**config.mk**
```make
export PLATFORM = sky130hd
export DESIGN_NAME = mastermind_turn_ctrl
export DESIGN_NICKNAME = d
export VERILOG_FILES = /design/src/rtl/mastermind_turn_ctrl.sv
export SDC_FILE = /design/constraint.sdc
export NUM_CORES = 1
export LEC_CHECK = 0
export CAP_MARGIN = 20
export CORE_ASPECT_RATIO = 1.25
export CORE_MARGIN = 10
export CORE_UTILIZATION = 58
export CTS_CLUSTER_SIZE = 25
export DETAILED_ROUTE_END_ITERATION = 7
export PLACE_DENSITY = 0.8
export SKIP_LAST_GASP = 1
export SLEW_MARGIN = 0
export SYNTH_ARGS = -nofsm -noshare
export SYNTH_HDL_FRONTEND = slang
export SYNTH_SLANG_ARGS = --single-unit
```
**constraint.sdc**
```tcl
create_clock -name clk -period 5.3 [get_ports clk]
set_clock_uncertainty 0.05 [all_clocks]
set_input_delay 1.325 -clock clk [delete_from_list [all_inputs] [get_ports clk]]
set_output_delay 1.325 -clock clk [all_outputs]
set_load 0.01 [all_outputs]
```
**src/rtl/mastermind_turn_ctrl.sv**
```systemverilog
// Mastermind turn controller and guess scorer.
// Scores each legal guess against the latched secret using per-colour histograms,
// counts turns toward WIN/LOSE and pulses next_turn to reload the turn timer.
module mastermind_turn_ctrl #(
    parameter int unsigned PEGS       = 4,
    parameter int unsigned COLOR_W    = 3,
    parameter int unsigned NUM_COLORS = 6,
    parameter int unsigned MAX_TURNS  = 10
) (
    input  logic                    clk,
    input  logic                    reset,
    input  logic                    start,
    input  logic [PEGS*COLOR_W-1:0] secret,
    input  logic                    submit,
    input  logic [PEGS*COLOR_W-1:0] guess,
    input  logic                    timeout,
    output logic                    next_turn,
    output logic [3:0]              turn_num,
    output logic [2:0]              black,
    output logic [2:0]              white,
    output logic                    result_valid,
    output logic                    timed_out,
    output logic                    reject,
    output logic                    busy,
    output logic                    game_over,
    output logic                    win
);

    localparam int unsigned CODE_W  = PEGS * COLOR_W;
    localparam int unsigned CNT_W   = 3;
    localparam int unsigned IDX_MAX = (PEGS > NUM_COLORS) ? PEGS : NUM_COLORS;
    localparam int unsigned IDX_W   = (IDX_MAX > 1) ? $clog2(IDX_MAX) : 1;

    typedef enum logic [2:0] {
        StIdle,
        StPlay,
        StScoreA,
        StScoreB,
        StReport,
        StWin,
        StLose
    } state_e;

    state_e             state_q, state_d;
    logic [CODE_W-1:0]  secret_q, secret_d;
    logic [CODE_W-1:0]  guess_q, guess_d;
    logic [IDX_W-1:0]   idx_q, idx_d;
    logic [CNT_W-1:0]   hg_q [NUM_COLORS];
    logic [CNT_W-1:0]   hg_d [NUM_COLORS];
    logic [CNT_W-1:0]   hs_q [NUM_COLORS];
    logic [CNT_W-1:0]   hs_d [NUM_COLORS];
    logic [CNT_W-1:0]   bacc_q, bacc_d;
    logic [CNT_W-1:0]   m_q, m_d;
    logic [3:0]         turn_q, turn_d;
    logic [2:0]         black_q, black_d;
    logic [2:0]         white_q, white_d;
    logic               timed_out_q, timed_out_d;
    logic               next_turn_q, next_turn_d;
    logic               result_valid_q, result_valid_d;
    logic               reject_q, reject_d;
    logic               busy_q, busy_d;
    logic               game_over_q, game_over_d;
    logic               win_q, win_d;

    logic               illegal;
    logic [COLOR_W-1:0] g_peg, s_peg;
    logic [CNT_W-1:0]   hg_c, hs_c, hmin, m_sum;

    // Flag any peg of the incoming guess that is outside the legal colour range.
    always_comb begin
        illegal = 1'b0;
        for (int p = 0; p < PEGS; p++) begin
            if ({1'b0, guess[p*COLOR_W +: COLOR_W]} >= (COLOR_W+1)'(NUM_COLORS)) begin
                illegal = 1'b1;
            end
        end
    end

    // Select the peg pair and histogram pair addressed by the scoring index.
    always_comb begin
        g_peg = '0;
        s_peg = '0;
        hg_c  = '0;
        hs_c  = '0;
        for (int p = 0; p < PEGS; p++) begin
            if (idx_q == IDX_W'(p)) begin
                g_peg = guess_q[p*COLOR_W +: COLOR_W];
                s_peg = secret_q[p*COLOR_W +: COLOR_W];
            end
        end
        for (int c = 0; c < NUM_COLORS; c++) begin
            if (idx_q == IDX_W'(c)) begin
                hg_c = hg_q[c];
                hs_c = hs_q[c];
            end
        end
        hmin  = (hg_c < hs_c) ? hg_c : hs_c;
        m_sum = m_q + hmin;
    end

    // Next-state and registered-output logic.
    always_comb begin
        state_d     = state_q;
        secret_d    = secret_q;
        guess_d     = guess_q;
        idx_d       = idx_q;
        hg_d        = hg_q;
        hs_d        = hs_q;
        bacc_d      = bacc_q;
        m_d         = m_q;
        turn_d      = turn_q;
        black_d     = black_q;
        white_d     = white_q;
        timed_out_d = timed_out_q;
        next_turn_d = 1'b0;
        reject_d    = 1'b0;

        unique case (state_q)
            StIdle, StWin, StLose: begin
                if (start) begin
                    secret_d    = secret;
                    state_d     = StPlay;
                    turn_d      = 4'd1;
                    next_turn_d = 1'b1;
                    black_d     = '0;
                    white_d     = '0;
                    timed_out_d = 1'b0;
                end
            end
            StPlay: begin
                if (submit && !illegal) begin
                    // Submit beats a coincident timeout.
                    guess_d = guess;
                    state_d = StScoreA;
                    idx_d   = '0;
                    bacc_d  = '0;
                    m_d     = '0;
                    for (int c = 0; c < NUM_COLORS; c++) begin
                        hg_d[c] = '0;
                        hs_d[c] = '0;
                    end
                end else begin
                    if (submit) begin
                        reject_d = 1'b1;
                    end
                    // An illegal guess arriving with the timeout falls through to here.
                    if (timeout) begin
                        state_d     = StReport;
                        black_d     = '0;
                        white_d     = '0;
                        timed_out_d = 1'b1;
                    end
                end
            end
            StScoreA: begin
                if (g_peg == s_peg) begin
                    bacc_d = bacc_q + 1'b1;
                end
                for (int c = 0; c < NUM_COLORS; c++) begin
                    if (g_peg == COLOR_W'(c)) begin
                        hg_d[c] = hg_q[c] + 1'b1;
                    end
                    if (s_peg == COLOR_W'(c)) begin
                        hs_d[c] = hs_q[c] + 1'b1;
                    end
                end
                if (idx_q == IDX_W'(PEGS - 1)) begin
                    idx_d   = '0;
                    state_d = StScoreB;
                end else begin
                    idx_d = idx_q + 1'b1;
                end
            end
            StScoreB: begin
                m_d = m_sum;
                if (idx_q == IDX_W'(NUM_COLORS - 1)) begin
                    idx_d       = '0;
                    state_d     = StReport;
                    black_d     = bacc_q;
                    white_d     = m_sum - bacc_q;
                    timed_out_d = 1'b0;
                end else begin
                    idx_d = idx_q + 1'b1;
                end
            end
            StReport: begin
                if (black_q == 3'(PEGS)) begin
                    state_d = StWin;
                end else if (turn_q == 4'(MAX_TURNS)) begin
                    state_d = StLose;
                end else begin
                    state_d     = StPlay;
                    turn_d      = turn_q + 4'd1;
                    next_turn_d = 1'b1;
                end
            end
            default: state_d = StIdle;
        endcase

        // Status flags are registered from the upcoming state so they align with it.
        result_valid_d = (state_d == StReport);
        busy_d         = (state_d == StScoreA) || (state_d == StScoreB) || (state_d == StReport);
        game_over_d    = (state_d == StWin) || (state_d == StLose);
        win_d          = (state_d == StWin);
    end

    // State and output registers with synchronous reset.
    always_ff @(posedge clk) begin
        if (reset) begin
            state_q        <= StIdle;
            secret_q       <= '0;
            guess_q        <= '0;
            idx_q          <= '0;
            for (int c = 0; c < NUM_COLORS; c++) begin
                hg_q[c] <= '0;
                hs_q[c] <= '0;
            end
            bacc_q         <= '0;
            m_q            <= '0;
            turn_q         <= '0;
            black_q        <= '0;
            white_q        <= '0;
            timed_out_q    <= 1'b0;
            next_turn_q    <= 1'b0;
            result_valid_q <= 1'b0;
            reject_q       <= 1'b0;
            busy_q         <= 1'b0;
            game_over_q    <= 1'b0;
            win_q          <= 1'b0;
        end else begin
            state_q        <= state_d;
            secret_q       <= secret_d;
            guess_q        <= guess_d;
            idx_q          <= idx_d;
            hg_q           <= hg_d;
            hs_q           <= hs_d;
            bacc_q         <= bacc_d;
            m_q            <= m_d;
            turn_q         <= turn_d;
            black_q        <= black_d;
            white_q        <= white_d;
            timed_out_q    <= timed_out_d;
            next_turn_q    <= next_turn_d;
            result_valid_q <= result_valid_d;
            reject_q       <= reject_d;
            busy_q         <= busy_d;
            game_over_q    <= game_over_d;
            win_q          <= win_d;
        end
    end

    assign next_turn    = next_turn_q;
    assign turn_num     = turn_q;
    assign black        = black_q;
    assign white        = white_q;
    assign result_valid = result_valid_q;
    assign timed_out    = timed_out_q;
    assign reject       = reject_q;
    assign busy         = busy_q;
    assign game_over    = game_over_q;
    assign win          = win_q;

endmodule

```
==> run summary <==
Worst Path Arrival -> 4820 ps
Core Region -> 0.008287 mm²
Via/cell ratio -> 6.090
Post-synthesis cell count -> 602
Pre-Repair DR Iteration Count -> 5
Die Area -> 0.01271 mm²
CP Class -> flip-flop to flip-flop
N_diodes -> 0
Final Util -> 68.28%
Reg clk slew, reported paths -> 80 ps
Post-CTS setup buffers -> 0
Hold Crit Endpoint -> guess_q[5]$_SDFFE_PP0P_
Vias in the first global route -> 4329
FMAX -> 0.2184 GHz
Buf/Inv on CP -> 2
Outcome -> completed
Final setup fails -> 0
WL final -> 12.60 mm
CP Max Fanout -> 18
IO Pins -> 46
PostCTS Resize Cnt -> 0
Post-synth top area share -> 35.80%
Final hold vios -> 0
Data required time of the critical path -> 5540 ps
Net Count, Synth -> 659
Area growth syn-to-layout -> 13.68%
CTS buffer count -> 9
H-tree Lvls -> 3
Clk sinks -> 89
Setup TNS -> 0 ps
LEAKAGE -> 0.002064 µW
Startpoint type of the worst setup path -> flip-flop
Reg2reg end -> white[2]$_SDFFE_PP0P_
Max transition margin -> 35.58%
Hold path depth -> 2
RSZ-0062 raised after global routing -> false
Max clock buf depth -> 2
DP Wirelength -> 9.319 mm
ANT nets after route -> 0
R2R Path Start -> idx_q[0]$_SDFFE_PP0P_
Synth warnings -> 0
Via count -> 4446
Number of synthesized flops with an enable pin -> 0
Die Y -> 123.6 µm
Initial antenna violation count -> 0
CP delay by family, top -> adder cells
Register-to-Register Path Depth -> 18
Power Density -> 246.9 mW/mm²
Max-cap violations -> 0
R2r setup slk -> 720 ps
Final Cell Area -> 0.005658 mm²
Pwr Total -> 1397 µW
Final Wtd Congestion -> 0.9179
Worst setup EP type -> flip-flop
Area post-placement -> 0.005433 mm²
Worst Hold Class -> flip-flop to flip-flop
Layout Nets -> 685
CTS tree -> built
HP Start -> guess_q[5]$_SDFFE_PP0P_
# DRC -> 0
CP Cell Sequence -> ha_1 -> o21ai_0 -> a32o_1 -> a21oi_1 -> inv_1 -> ha_1 -> o21ai_0 -> a21oi_1 -> mux2i_1 -> ha_1 -> fa_1 -> inv_1 -> fa_1 -> xnor2_1 -> xnor2_1 -> xnor2_1 -> nand3_1 -> a21oi_1
Largest net degree at the start of global routing -> 50
Worst skew pair latency -> 380 ps
Register area share after synthesis -> 35.80%
Asr flop ratio synth -> 0%
Initial core utilization -> 60.06%
Fin. max-slew vios -> 0
Drt wl/cell -> 17.26 µm
Layout cells sized above 1 -> 7.583%
GRT overflow -> 0
Ys flop type -> dfxtp_1
DRT iter0 DRCs -> 258
CP max-delay cell -> ha_1
Hold-fix buffers, CTS -> 0
PortBufs -> 45
Worst-margin pin slew -> 957.5 ps
Top area cells in the synthesized netlist -> dfxtp_1, nand2_1, ha_1
Std-Cell Rows -> 37
Global-route wire length before repair -> 21.12 mm
Tcrit/Tclk final -> 86.40%
Die W -> 102.9 µm
Clock period minus worst slack -> 4579 ps
Register bit count reported by yosys -> 89
All-Layer GR Usage -> 20.77%
Synth area leader -> dfxtp_1
Clk root buf -> clkbuf_8
Netlist cell types -> 67
VDD IR max -> 0.0002158 V
Synth Cell Area -> 0.004977 mm²
CP max stage delay -> 520 ps
Hold WS -> 412.1 ps
Avg Cell Area, Syn -> 8.268 µm²
-- cells in the mapped netlist (3+ instances only) --
master,count
mux2i_1,12
nor2_1,53
buf_2,8
a211oi_1,3
a21oi_1,63
xnor2_1,8
xor2_1,12
ha_1,26
o21ai_1,3
nor4b_1,3
dfxtp_1,89
buf_1,3
nor3_1,8
nand3b_1,20
o21a_1,3
o21ai_0,9
inv_1,19
or3_1,4
o2111ai_1,4
clkbuf_1,23
buf_4,3
nand2_1,90
a221o_1,3
a221oi_1,4
and2_1,11
a311o_1,3
nor2b_1,5
nor4_4,4
nand2b_1,6
o22ai_1,4
nand4_1,18
mux2_2,6
nand3_1,26
-- worst min-delay path: stages, from the launching register on --
cell and delay [ps]:
dfxtp_1 320, nand2_1 50, a21oi_1 50
-- per-stage QoR --
stage          std cells  setup slack [ps]
2_1_floorplan        602             966.1
3_3_place_gp         714             971.2
3_5_place_dp         714             790.9
4_1_cts              730             739.4
5_1_grt              730             345.6
6_report             730             720.6
-- how the worst max path moves through the flow --
stage / startpoint / end / slack (ps) / cells past startpoint
2_1_floorplan: idx_q[1]$_SDFFE_PP0P_ / white[2]$_SDFFE_PP0P_ / 970 / 23
3_3_place_gp: idx_q[0]$_SDFFE_PP0P_ / white[2]$_SDFFE_PP0P_ / 970 / 18
3_5_place_dp: idx_q[0]$_SDFFE_PP0P_ / white[2]$_SDFFE_PP0P_ / 790 / 18
4_1_cts: idx_q[0]$_SDFFE_PP0P_ / white[2]$_SDFFE_PP0P_ / 740 / 18
5_1_grt: idx_q[0]$_SDFFE_PP0P_ / white[2]$_SDFFE_PP0P_ / 350 / 18
6_report: idx_q[0]$_SDFFE_PP0P_ / white[2]$_SDFFE_PP0P_ / 720 / 18
-- registers in the layout (all words and copies together), names as in the netlist, 3 cells and up --
register / flops
bacc_q: 3
m_q: 3
idx_q: 3
secret_q: 12
guess_q: 12
turn_num: 4
hg_q: 18
black: 3
hs_q: 18
state_q: 3
white: 3
-- final cells by class --
type / instances / area (µm²)
Multi-Input combinational cell: 456 / 2953
Tap cell: 97 / 121.4
Inverter: 19 / 71.32
Clock buffer: 13 / 178.9
Sequential cell: 89 / 1782
Clock inverter: 3 / 46.29
Timing Repair Buffer: 53 / 505.5
Fill cell: 679 / 2629
-- metal layers --
metal	up-vias	wire, µm	part of all wire [%]	global-route usage, %
met5	-	0	0	0
met4	0	380	3.0	9.843
met3	33	718	5.7	4.986
met2	132	6333	50	35.60
met1	2104	5165	41	23.80
li1	2177	-	-	-
-- power breakdown --
group	switching, µW	internal [µW]	leakage, µW
Sequential	18.7	686	0.000720
Combinational	107	74.1	0.00123
Clock	242	270	0.000112
Total	367	1030	0.00206
-- layout by cell type, fill, tap and decap left out, types with 5 or more instances in the layout --
master / n
nand2_1: 90
dfxtp_1: 89
a21oi_1: 63
nor2_1: 53
clkdlybuf4s50_1: 44
nand3_1: 26
ha_1: 26
nand3b_1: 20
inv_1: 19
nand4_1: 18
clkbuf_8: 13
mux2i_1: 12
xor2_1: 12
and2_1: 11
o21ai_0: 9
nor3_1: 8
xnor2_1: 8
buf_4: 8
mux2_2: 6
nand2b_1: 6
nor2b_1: 5
-- cells by family after synthesis --
group	after synthesis	synth area share [%]
xor gates and xnor gates	21	3.846
DFF	89	35.80
buffers and inverters	57	4.877
muxes	20	4.223
adders and majority gates	28	7.340
AOI/OAI and AO/OA	124	16.29
and+or+nand+nor	263	27.63
Power figures use the tool's default switching activity.
==> patch, RTL diff (same flow settings) <==
Re-encode `state_e` (7 states) as one-hot, 7 bits wide.
--- a/src/rtl/mastermind_turn_ctrl.sv
+++ b/src/rtl/mastermind_turn_ctrl.sv
@@ -31,14 +31,14 @@
     localparam int unsigned IDX_MAX = (PEGS > NUM_COLORS) ? PEGS : NUM_COLORS;
     localparam int unsigned IDX_W   = (IDX_MAX > 1) ? $clog2(IDX_MAX) : 1;
 
-    typedef enum logic [2:0] {
-        StIdle,
-        StPlay,
-        StScoreA,
-        StScoreB,
-        StReport,
-        StWin,
-        StLose
+    typedef enum logic [6:0] {
+        StIdle   = 7'b0000001,
+        StPlay   = 7'b0000010,
+        StScoreA = 7'b0000100,
+        StScoreB = 7'b0001000,
+        StReport = 7'b0010000,
+        StWin    = 7'b0100000,
+        StLose   = 7'b1000000
     } state_e;
 
     state_e             state_q, state_d;
Function: no difference found for any inputs over 10 cycles, from zero or initial values and one cycle with reset high; not proved beyond that.
==> patch against the unedited design <==
- non-clock buffer count grew 4
- setup slack worse by 0.33 ns
- total power decreased by 9.3%
- sequential cell count is 4 higher
- largest cell class unchanged
- synthesized area up 5.0%
- design area increased by 4.5%
- wire length up 8.8%
==> patch: results (changes against the unedited design) <==
{| class="wikitable"
! Metric !! Value
|-
| Status || finished, final reports clean
|-
| Pwr dens || 214 nW/µm² (-13%)
|-
| Gate count of the mapped netlist || 641 (+6.5%)
|-
| Nets in the synthesized netlist || 698 (+5.9%)
|-
| Inverters, non-clock || 31 (+12)
|-
| Standard cell area after detailed placement || 5750 µm² (+5.8%)
|-
| Cell types with the largest area share after synthesis || dfxtp_1, a21oi_1, ha_1
|-
| Hold Crit Start || white[0]$_SDFFE_PP0P_
|-
| Number of vias after detailed routing || 4,860 (+9.3%)
|-
| Global-route usage over all layers || 0.201 (-0.00623)
|-
| Wire length per cell after detailed routing || 17.3 µm (+0.26%)
|-
| Signal buffers || 57 (+7.5%)
|-
| Fraction of final layout cells sized beyond drive strength 1 || 0.0640 (-0.0118)
|-
| FF+latch count || 93 (+4.5%)
|-
| Fraction of area in clock buffers and inverters || 0.0279 (-0.0119)
|-
| Core region area || 8750 µm² (+5.6%)
|-
| Number of cells in the design after placement || 778 (+9.0%)
|-
| Number of distinct library cell variants in the gate-level netlist after synthesis || 68 (+1.5%)
|-
| First-pass GRT wire length || 22,500 µm (+6.5%)
|-
| Initial DRC Count || 295 (+14%)
|-
| Met2 Use GR || 0.359 (+0.00307)
|-
| Worst relative slew slack || 0.468 (+0.113)
|-
| Final standard cell count with taps included and fillers excluded || 792 (+8.5%)
|-
| Minimum setup slack after placement || 0.450 ns (-0.341 ns)
|-
| Clock buffer count in the final layout || 11 (-2)
|-
| Multi-input gate share of the layout cell area || 0.521 (about the same)
|-
| Filler Cell Count || 770 (+13%)
|-
| Leakage || 0.00211 µW (+2.4%)
|-
| RR Startpoint || idx_q[0]$_SDFFE_PP0P_
|-
| Number of global-route vias before repair || 4,681 (+8.1%)
|-
| Met2 WL || 7080 µm (+12%)
|-
| Relative area of non-clock buffer cells in the final design || 0.0906 (+0.00126)
|-
| Met3 wirelength from detailed routing || 804 µm (+12%)
|-
| Met1 track demand over resource || 0.233 (-0.00497)
|-
| Clock transition at the registers of the reported paths || 0.10 ns (+0.02 ns)
|-
| Worst IR Drop VDD || 0.146 mV (-32%)
|}
[patch: final timing paths]
path,end,cells past startpoint,slack [ns]
setup / recovery,white[2]$_SDFFE_PP0P_,17,0.40
hold / removal,white[0]$_SDFFE_PP0P_,2,0.40
setup reg to reg,white[2]$_SDFFE_PP0P_,17,0.40
hold reg to reg,white[0]$_SDFFE_PP0P_,2,0.40
[patch: report_power, final]
part | leakage [µW] | internal, µW | switching, µW
Sequential | 0.000752 | 710 | 12.3
Clock | 0.0000775 | 179 | 248
Combinational | 0.00128 | 53.0 | 65.1
Total | 0.00211 | 942 | 325
[patch: cell families (layout without fill, tap and decap cells)]
family          Yosys count  in the layout  share of synthesized area
simple gates            239            239                      0.234
mux                      21             21                     0.0417
xor+xnor                 19             19                     0.0319
buf+inv                  71            102                     0.0548
fa+ha+maj                28             28                     0.0699
compound gates          170            170                      0.212
flops                    93             93                      0.356
[patch: tightest hold or removal path, stage by stage (launching register included)]
cell and delay [ns]:
dfxtp_1 0.31, nand2_1 0.05, a21oi_1 0.05
